===== config.mk =====
export PLATFORM = sky130hd
export DESIGN_NAME = mmio_uart_tx
export DESIGN_NICKNAME = d
export VERILOG_FILES = /design/src/rtl/mmio_uart_tx_pkg.sv /design/src/rtl/uart_tx_fifo.sv /design/src/rtl/mmio_uart_tx.sv
export SDC_FILE = /design/constraint.sdc
export NUM_CORES = 1
export LEC_CHECK = 0
export ABC_AREA = 1
export CAP_MARGIN = 20
export CORE_MARGIN = 1
export CORE_UTILIZATION = 58
export CTS_CLUSTER_SIZE = 16
export DETAILED_ROUTE_END_ITERATION = 12
export PLACE_DENSITY = 0.87
export REMOVE_ABC_BUFFERS = 1
export SYNTH_ARGS = -nofsm -noshare
export SYNTH_HDL_FRONTEND = slang
export SYNTH_HIERARCHICAL = 1
export SYNTH_SLANG_ARGS = --single-unit

===== constraint.sdc =====
create_clock -name clk -period 3.19 [get_ports clk]
set_clock_uncertainty 0.05 [all_clocks]
set_input_delay 0.638 -clock clk [delete_from_list [all_inputs] [get_ports clk]]
set_output_delay 0.638 -clock clk [all_outputs]
set_load 0.02 [all_outputs]

===== src/rtl/mmio_uart_tx_pkg.sv =====
// Shared I/O window definitions: base address, register offsets, TX FSM
// state codes, request struct and the STATUS word packer.
package mmio_uart_tx_pkg;

   localparam logic [15:0] IO_BASE       = 16'h2000;
   localparam logic [15:0] IO_DATA_OFS   = 16'h0000;
   localparam logic [15:0] IO_STATUS_OFS = 16'h0001;

   // TX FSM state codes (2-bit, kept as plain constants for older decoders)
   localparam logic [1:0] TX_IDLE  = 2'd0;
   localparam logic [1:0] TX_START = 2'd1;
   localparam logic [1:0] TX_DATA  = 2'd2;
   localparam logic [1:0] TX_STOP  = 2'd3;

   // Decoded CPU access for this peripheral
   typedef struct packed {
      logic       wr;
      logic       rd;
      logic       is_data;
      logic       is_status;
      logic [7:0] wdata;
   } io_req_t;

   // STATUS layout: {8'h00, overflow, count[4:0], full, busy}
   function automatic logic [15:0] pack_status(input logic       ovf,
                                               input logic [4:0] cnt,
                                               input logic       full,
                                               input logic       busy);
      return {8'h00, ovf, cnt, full, busy};
   endfunction

endpackage


===== src/rtl/uart_tx_fifo.sv =====
// Small synchronous FIFO feeding the UART shifter. A push while full is
// accepted only when a pop happens in the same cycle.
module uart_tx_fifo #(
   parameter int WIDTH = 8,
   parameter int DEPTH = 4,
   localparam int AW   = $clog2(DEPTH)
) (
   input  logic             clk,
   input  logic             rst_n,
   input  logic             push,
   input  logic             pop,
   input  logic [WIDTH-1:0] din,
   output logic [WIDTH-1:0] dout,
   output logic             full,
   output logic             empty,
   output logic [AW:0]      count
);

   logic [WIDTH-1:0] mem [DEPTH];
   logic [AW-1:0]    wr_ptr, rd_ptr;
   logic             do_push, do_pop;

   assign empty   = (count == '0);
   assign full    = (count == (AW+1)'(DEPTH));
   assign do_pop  = pop && !empty;
   assign do_push = push && (!full || do_pop);
   assign dout    = mem[rd_ptr];

   // Storage array; no reset needed, occupancy is tracked by count
   always_ff @(posedge clk) begin
      if (do_push) mem[wr_ptr] <= din;
   end

   // Pointers wrap naturally since DEPTH is a power of two
   always_ff @(posedge clk or negedge rst_n) begin
      if (!rst_n) begin
         wr_ptr <= '0;
         rd_ptr <= '0;
         count  <= '0;
      end else begin
         if (do_push) wr_ptr <= wr_ptr + AW'(1);
         if (do_pop)  rd_ptr <= rd_ptr + AW'(1);
         case ({do_push, do_pop})
            2'b10:   count <= count + (AW+1)'(1);
            2'b01:   count <= count - (AW+1)'(1);
            default: count <= count;
         endcase
      end
   end

endmodule


===== src/rtl/mmio_uart_tx.sv =====
// Memory-mapped 8N1 UART transmitter: address decode, STATUS register with
// sticky overflow, TX FIFO, and the start/data/stop serialiser.
module mmio_uart_tx
   import mmio_uart_tx_pkg::*;
#(
   parameter logic [15:0] BASE_ADDR    = IO_BASE,
   parameter int          CLKS_PER_BIT = 434,
   parameter int          FIFO_DEPTH   = 4
) (
   input  logic        clk,
   input  logic        rst_n,
   input  logic [15:0] IO_Addr,
   input  logic [15:0] IO_Data_In,
   input  logic        IO_Wr_En,
   input  logic        IO_Rd_En,
   output logic [15:0] IO_Data_Out,
   output logic        IO_Hit,
   output logic        Uart_Tx,
   output logic        Tx_Irq
);

   localparam int          AW          = $clog2(FIFO_DEPTH);
   localparam int          CW          = $clog2(CLKS_PER_BIT);
   localparam logic [CW-1:0] BAUD_LAST = CW'(CLKS_PER_BIT - 1);
   localparam logic [15:0] DATA_ADDR   = BASE_ADDR + IO_DATA_OFS;
   localparam logic [15:0] STATUS_ADDR = BASE_ADDR + IO_STATUS_OFS;

   io_req_t       req;
   logic [1:0]    state;
   logic [CW-1:0] baud_cnt;
   logic [2:0]    bit_idx;
   logic [7:0]    shift;
   logic          overflow;
   logic          busy, bit_done;
   logic          fifo_push, fifo_pop, fifo_full, fifo_empty;
   logic [7:0]    fifo_dout;
   logic [AW:0]   fifo_count;
   logic [7:0]    unused_hi;

   // Upper write-data byte has no meaning for this device
   assign unused_hi = IO_Data_In[15:8];

   // Decode the forwarded CPU access into a request
   always_comb begin
      req           = '0;
      req.wr        = IO_Wr_En;
      req.rd        = IO_Rd_En;
      req.is_data   = (IO_Addr == DATA_ADDR);
      req.is_status = (IO_Addr == STATUS_ADDR);
      req.wdata     = IO_Data_In[7:0];
   end

   assign busy      = (state != TX_IDLE);
   assign bit_done  = (baud_cnt == BAUD_LAST);
   assign fifo_pop  = (state == TX_IDLE) && !fifo_empty;
   assign fifo_push = req.wr && req.is_data;
   assign Tx_Irq    = fifo_empty && !busy;

   uart_tx_fifo #(
      .WIDTH (8),
      .DEPTH (FIFO_DEPTH)
   ) u_fifo (
      .clk   (clk),
      .rst_n (rst_n),
      .push  (fifo_push),
      .pop   (fifo_pop),
      .din   (req.wdata),
      .dout  (fifo_dout),
      .full  (fifo_full),
      .empty (fifo_empty),
      .count (fifo_count)
   );

   // Sticky overflow: a dropped byte sets it, a STATUS read clears it, set wins
   always_ff @(posedge clk or negedge rst_n) begin
      if (!rst_n) begin
         overflow <= 1'b0;
      end else if (fifo_push && fifo_full && !fifo_pop) begin
         overflow <= 1'b1;
      end else if (req.rd && req.is_status) begin
         overflow <= 1'b0;
      end
   end

   // Registered read port; DATA reads return zero, data out holds between reads
   always_ff @(posedge clk or negedge rst_n) begin
      if (!rst_n) begin
         IO_Data_Out <= '0;
         IO_Hit      <= 1'b0;
      end else begin
         IO_Hit <= req.rd && (req.is_data || req.is_status);
         if (req.rd && req.is_status)
            IO_Data_Out <= pack_status(overflow, 5'(fifo_count), fifo_full, busy);
         else if (req.rd && req.is_data)
            IO_Data_Out <= '0;
      end
   end

   // Serialiser: line is registered and changes on entry to each state/bit
   always_ff @(posedge clk or negedge rst_n) begin
      if (!rst_n) begin
         state    <= TX_IDLE;
         baud_cnt <= '0;
         bit_idx  <= '0;
         shift    <= '0;
         Uart_Tx  <= 1'b1;
      end else begin
         case (state)
            TX_IDLE: begin
               baud_cnt <= '0;
               Uart_Tx  <= 1'b1;
               if (fifo_pop) begin
                  shift   <= fifo_dout;
                  bit_idx <= '0;
                  state   <= TX_START;
                  Uart_Tx <= 1'b0;
               end
            end
            TX_START: begin
               if (bit_done) begin
                  baud_cnt <= '0;
                  state    <= TX_DATA;
                  Uart_Tx  <= shift[0];
               end else begin
                  baud_cnt <= baud_cnt + CW'(1);
               end
            end
            TX_DATA: begin
               if (bit_done) begin
                  baud_cnt <= '0;
                  if (bit_idx == 3'd7) begin
                     state   <= TX_STOP;
                     Uart_Tx <= 1'b1;
                  end else begin
                     shift   <= {1'b0, shift[7:1]};
                     Uart_Tx <= shift[1];
                     bit_idx <= bit_idx + 3'd1;
                  end
               end else begin
                  baud_cnt <= baud_cnt + CW'(1);
               end
            end
            default: begin
               if (bit_done) begin
                  baud_cnt <= '0;
                  state    <= TX_IDLE;
                  Uart_Tx  <= 1'b1;
               end else begin
                  baud_cnt <= baud_cnt + CW'(1);
               end
            end
         endcase
      end
   end

endmodule


==> results.tsv, run 1 <==
metric	value	unit
hold_buffers	0	
numCtsBuffers	9	
netlist_instances	387	
die_h	79.9	um
h-tree-depth	3	
dpl_worst_slack	0.325	ns
final-setup-viol-count	0	
muxShareOfSynthArea	0	
ys_seq_area_frac	0.543	
status	complete, no violations	
insertion_delay	0.35	ns
post-route-min-period	2.77	ns
postRouteAntennaNets	0	
path_max_fanout	5	
ff2ff_path_depth	14	
post-route-period-util	0.870	
clockBufferDepth	2	
final_common_cell	nand2_1	
wl_met3	247	um
cts_sinks	70	
crit_required	2.50	ns
cts_root_buf	clkbuf_8	
drv_cap	0	
overflow	0	
ys_warn_count	6	
synth_top_area_cell	edfxtp_1	
wl	6.46	mm
place.gp.congestion	0.812	
top_layer_used	met4	
post_cts_buffers	0	
yosys.area_share.simple	0.259	
critPathKind	flop to primary output	
synth-adder-area-share	0.0519	
hold_viol	0	
worst_slew_pin_slew	0.827	ns
finalPower	2.41	mW
cts.clk_slew.worst_paths	0.08	ns
grtUsageTotal	0.232	
timing.fmax	360	MHz
p_leak	1.85	nW
yosys-top-cells-area	edfxtp_1 27%, dfrtp_1 26%, nand2_1 11%	
num_vias	2655	
synth.avg_cell_area	9.10	um2
via_per_inst	5.22	
synth_cell_types	28	
hold_class	primary input to async pin	
synthXorXnorAreaFrac	0.00746	
relSlewSlack	0.449	
fin_ws	0.415	ns
arrival	2.09	ns
area_delta_synth_final	15.3	%
cts_tree	built	
grt_setup_unrepaired	no	
startpoint_type	flop	
layout-drive-gt1-share	0.0853	
nFillCells	450	
post_cts_resized	0	
tns	0	ns
final_cell_mix	99 x nand2_1, 57 x nor2_1, 37 x dfrtp_1	
hpwl	4.62	mm
port_buffers	36	
start_util	0.598	
routedWlPerCell	12.7	um
grt_max_degree	39	
grt_pass1_vias	2501	
powerDensity	594	nW/um2
core_area	5890	um2
grt_pass1_wl	11.1	mm
synth-seq-cells	70	
dr_wl_met2	3.33	mm
synth_top_area_frac	0.273	
wl_met1	2.78	mm
drc_errors	0	
first_pass_iters	4	
maxSlewViolCount	0	
drt_iter0_drc	227	
synth_top_family_by_area	simple AND/OR/NAND/NOR gates	
die_w	79.9	um
dieArea	6390	um2
antenna_found_initial	0	
peakVddDrop	497	uV
synth_compound_area_frac	0.0473	
nNetsFinal	479	
syn_area	3520	um2
end_kind	primary output	
boundaryPins	55	
insertedDiodeCount	0	
rows	28	
## final cells by class
class                      count  area [um2]  area share
sequential                    70        1910       0.471
multi-input combinational    269        1330       0.326
timing repair buffer          40         385      0.0949
inverter                      39         154      0.0379
clock buffer                   9         124      0.0305
tap                           75        93.8      0.0231
clock inverter                 7        63.8      0.0157
## critical path, cell delays in order, from the launching register on
cell             delay (ns)
dfrtp_1                0.44
nor2_2                 0.16
nand2_1                0.12
inv_1                  0.13
nand2_1                0.11
inv_1                  0.14
clkdlybuf4s50_1        0.63
## flip-flops by register name, summed over array words and instances, names as in the netlist, 2 cells and up
signal / flops
IO_Data_Out: 6
bit_idx: 3
u_fifo/wr_ptr: 2
u_fifo/count: 3
state: 2
shift: 8
u_fifo/rd_ptr: 2
u_fifo/mem: 32
baud_cnt: 9
## where the power goes
part	switching, mW	internal (mW)	total [mW]	leakage, nW
logic	0.401	0.213	0.614	0.967
clock network	0.382	0.301	0.683	0.0907
registers	0.0718	1.04	1.12	0.797
total	0.855	1.56	2.41	1.85
## through the flow
stage           util  hold slack (ns)  instances  cell area (um2)
2_1_floorplan      -            0.292        378             3390
3_3_place_gp   0.658            0.405        493             3870
3_5_place_dp   0.658            0.413        493             3870
4_1_cts        0.690            0.345        509             4060
5_1_grt        0.690            0.397        509             4060
6_report       0.690            0.331        509             4060
## kinds of logic after synthesis
kind of cell             Yosys count
AO/OA/AOI/OAI                     31
XOR/XNOR                           3
adder cells (fa/ha/maj)           14
buffers and inverters             57
flip-flops                        70
other                              1
AND/OR/NAND/NOR                  211
## worst paths after layout
path | to | start | slack [ns]
setup / recovery | Tx_Irq | u_fifo/count[0] | 0.42
hold / removal | baud_cnt[1] | rst_n | 0.33
setup reg to reg | u_fifo/count[2] | state[0] | 0.70
hold reg to reg | shift[6] | shift[6] | 0.43
max in group asynchronous | shift[6] | rst_n | 2.24
min in group clk | shift[6] | shift[6] | 0.43
## Yosys cell counts (all sizes together)
library cell,count
o21ai,27
inv,39
a21oi,4
nand2,105
ha,13
xor2,1
fa,1
conb,1
nand3,22
xnor2,2
nor2,60
dfrtp,37
edfxtp,32
nor3,4
dfstp,1
buf,18
nand4,20
## routing by layer
| metal | vias up | global-route usage |
|---|---|---|
| met2 | 70 | 0.391 |
| li1 | 1325 | - |
| met3 | 12 | 0.0537 |
| met1 | 1248 | 0.281 |
| met4 | 0 | 0.107 |
| met5 | - | 0 |
(Power assumes the default switching activity.)
==> run 2, diff against run 1 <==
--- a/config.mk
+++ b/config.mk
@@ -5,13 +5,12 @@
 export SDC_FILE = /design/constraint.sdc
 export NUM_CORES = 1
 export LEC_CHECK = 0
-export ABC_AREA = 1
 export CAP_MARGIN = 20
 export CORE_MARGIN = 1
-export CORE_UTILIZATION = 58
+export CORE_UTILIZATION = 57
 export CTS_CLUSTER_SIZE = 16
 export DETAILED_ROUTE_END_ITERATION = 12
-export PLACE_DENSITY = 0.87
+export PLACE_DENSITY = 0.86
 export REMOVE_ABC_BUFFERS = 1
 export SYNTH_ARGS = -nofsm -noshare
 export SYNTH_HDL_FRONTEND = slang
==> run 2 against run 1 <==
Sequential share of layout area up 1.6 points. Worst hold slack got worse by 0.0065 ns. Total power shrank 30%. Largest power group unchanged. Critical path depth decreased by 1. Worst setup slack got worse by 0.13 ns. Combinational power fell by 90%. Clock power increased by 1%. Synthesized cell count down 30%. Sequential power fell by 16%. Via count decreased by 18%. Critical path type unchanged. Non-clock buffer count is 2 lower. Largest cell class unchanged. First-iteration DRC count fell by 51%.
==> results.tsv, run 2 <==
metric	value	unit	change
syn_area	3370	um2	was 3520 um2
numCtsBuffers	9		unchanged
overflow	0		unchanged
final_cell_mix	37 x dfrtp_1, 35 x clkdlybuf4s50_1, 32 x edfxtp_1		was 99 x nand2_1, 57 x nor2_1, 37 x dfrtp_1
cts_tree	built		unchanged
yosys-top-cells-area	edfxtp_1 29%, dfrtp_1 27%, mux4_2 5.3%		was edfxtp_1 27%, dfrtp_1 26%, nand2_1 11%
cts_root_buf	clkbuf_8		unchanged
rows	27		was 28
cp_top_family	buffers and inverters		unchanged
drc_errors	0		unchanged
grt_pass1_wl	10.1	mm	was 11.1 mm
max_stage_delay	0.64	ns	was 0.63 ns
worst_slew_pin_slew	0.831	ns	was 0.827 ns
dieArea	6220	um2	was 6390 um2
synth-main-ff-cell	dfrtp_1		unchanged
hpwl	4.27	mm	was 4.62 mm
crit_path_cell_trace	inv_1 -> ha_1 -> nand2_1 -> inv_1 -> clkdlybuf4s50_1		was nor2_2 -> nand2_1 -> inv_1 -> nand2_1 -> inv_1 -> clkdlybuf4s50_1
relSlewSlack	0.446		was 0.449
synthArstFlopShare	0.543		unchanged
antenna_found_initial	0		unchanged
boundaryPins	55		unchanged
synth_cell_types	51		was 28
routedWlPerCell	15.7	um	was 12.7 um
startpoint_type	flop		unchanged
cts.clk_slew.worst_paths	0.09	ns	was 0.08 ns
synth_top_area_frac	0.285		was 0.273
grtUsageTotal	0.218		was 0.232
powerDensity	432	nW/um2	was 594 nW/um2
drv_cap	0		unchanged
core_area	5610	um2	was 5890 um2
timing.fmax	344	MHz	was 360 MHz
first_pass_iters	4		unchanged
peakVddDrop	313	uV	was 497 uV
cts_sinks	70		unchanged
yosysMostFrequentCell	dfrtp_1		was nand2_1
num_vias	2179		was 2655
insertion_delay	0.35	ns	about the same
critPathKind	flop to primary output		unchanged
grt_max_degree	39		unchanged
via_per_inst	5.66		was 5.22
insertedDiodeCount	0		unchanged
nNetsFinal	358		was 479
largest_reg_flops	32		unchanged
hold_viol	0		unchanged
start_util	0.601		was 0.598
synth_top_area_cell	edfxtp_1		unchanged
grt_pass1_vias	2141		was 2501
post_cts_resized	0		unchanged
maxSlewViolCount	0		unchanged
end_kind	primary output		unchanged
largest_registers	u_fifo/mem (32), baud_cnt (9), shift (8)		unchanged
die_h	78.9	um	was 79.9 um
post-route-util	0.700		was 0.690
post-route-min-period	2.91	ns	was 2.77 ns
path_max_fanout	8		was 5
final-setup-viol-count	0		unchanged
place.gp.congestion	0.783		was 0.812
synth_common_cells	37 x dfrtp_1, 32 x edfxtp_1, 23 x nand3_1, 21 x nand2_1		was 99 x nand2_1, 57 x nor2_1, 37 x dfrtp_1, 36 x inv_1, 32 x edfxtp_1
ys_warn_count	6		unchanged
tns	0	ns	unchanged
slowest_stage	clkdlybuf4s50_1		unchanged
die_w	78.9	um	was 79.9 um
p_leak	1.58	nW	was 1.85 nW
synth_edf_count	32		unchanged
drt_iter0_drc	112		was 227
final_common_cell	dfrtp_1		was nand2_1
critical_path_buf_inv_count	3		unchanged
hold_class	primary input to async pin		unchanged
wl	6.03	mm	was 6.46 mm
postRouteAntennaNets	0		unchanged
post-route-period-util	0.912		was 0.870
status	complete, no violations		unchanged
crit_required	2.50	ns	about the same
hold_buffers	0		unchanged
post_cts_buffers	0		unchanged
holdWs	0.325	ns	was 0.331 ns
ys_seq_area_frac	0.568		was 0.543
port_buffers	36		unchanged
h-tree-depth	3		unchanged
grt_setup_unrepaired	no		unchanged
crit_path_frequent_cell	inv_1		
top_register	u_fifo/mem		unchanged
clockBufferDepth	2		unchanged
layout-drive-gt1-share	0.131		was 0.0853
area_delta_synth_final	16.6	%	was 15.3%
synth-seq-cells	70		unchanged
nFillCells	406		was 450
arrival	2.22	ns	was 2.09 ns
netlist_instances	272		was 387
synth.avg_cell_area	12.4	um2	was 9.10 um2
## run 2: final timing paths
kind                           startpoint               to  slack [ns]  cells past startpoint
min in group clk           IO_Data_Out[2]   IO_Data_Out[2]        0.44                      2
max                              state[1]           Tx_Irq        0.28                      5
max reg2reg                      state[1]  u_fifo/count[2]        0.66                     10
min reg2reg                IO_Data_Out[2]   IO_Data_Out[2]        0.44                      2
min                                 rst_n  u_fifo/count[2]        0.32                      1
max in group asynchronous           rst_n         shift[5]        2.23                      1
## run 2: through the flow
step	cell area (um2)	setup WS (ns)	cells	total power, mW
floorplan	3270	0.727	259	0.976
global placement	3720	0.166	368	1.02
detailed placement	3730	0.0900	369	1.03
CTS	3930	0.274	385	1.72
global route	3930	0.145	385	1.76
finish	3930	0.282	385	1.70
## run 2: cell families after synthesis
kind of cell | after synthesis | synth area share
muxes | 11 | 0.0654
buffers and inverters | 37 | 0.0568
xor gates and xnor gates | 13 | 0.0338
AOI/OAI and AO/OA | 28 | 0.0624
and+or+nand+nor | 98 | 0.159
adders and majority gates | 14 | 0.0542
other | 1 | 0.00111
DFF | 70 | 0.568
## run 2: area by class of cell
class,count,area [um2],share of cell area
clock buffer,9,124,0.0315
sequential,70,1910,0.487
multi-input combinational,174,1300,0.331
clock inverter,7,75.1,0.0191
inverter,15,56.3,0.0143
timing repair buffer,38,370,0.0943
tap,72,90.1,0.0229
## run 2: power breakdown
part / leakage (nW) / switching, mW / internal (mW) / total [mW]
Combinational: 0.713 / 0.0317 / 0.0305 / 0.0622
Clock: 0.0990 / 0.384 / 0.310 / 0.693
Sequential: 0.766 / 0.0000558 / 0.943 / 0.943
## run 2: metal layers
layer  global-route usage  wire length [um]  share of wire
met5                    0                 0              0
met4               0.0709               100          0.017
met3               0.0655               206          0.034
met2                0.366              3120           0.52
met1                0.270              2610           0.43
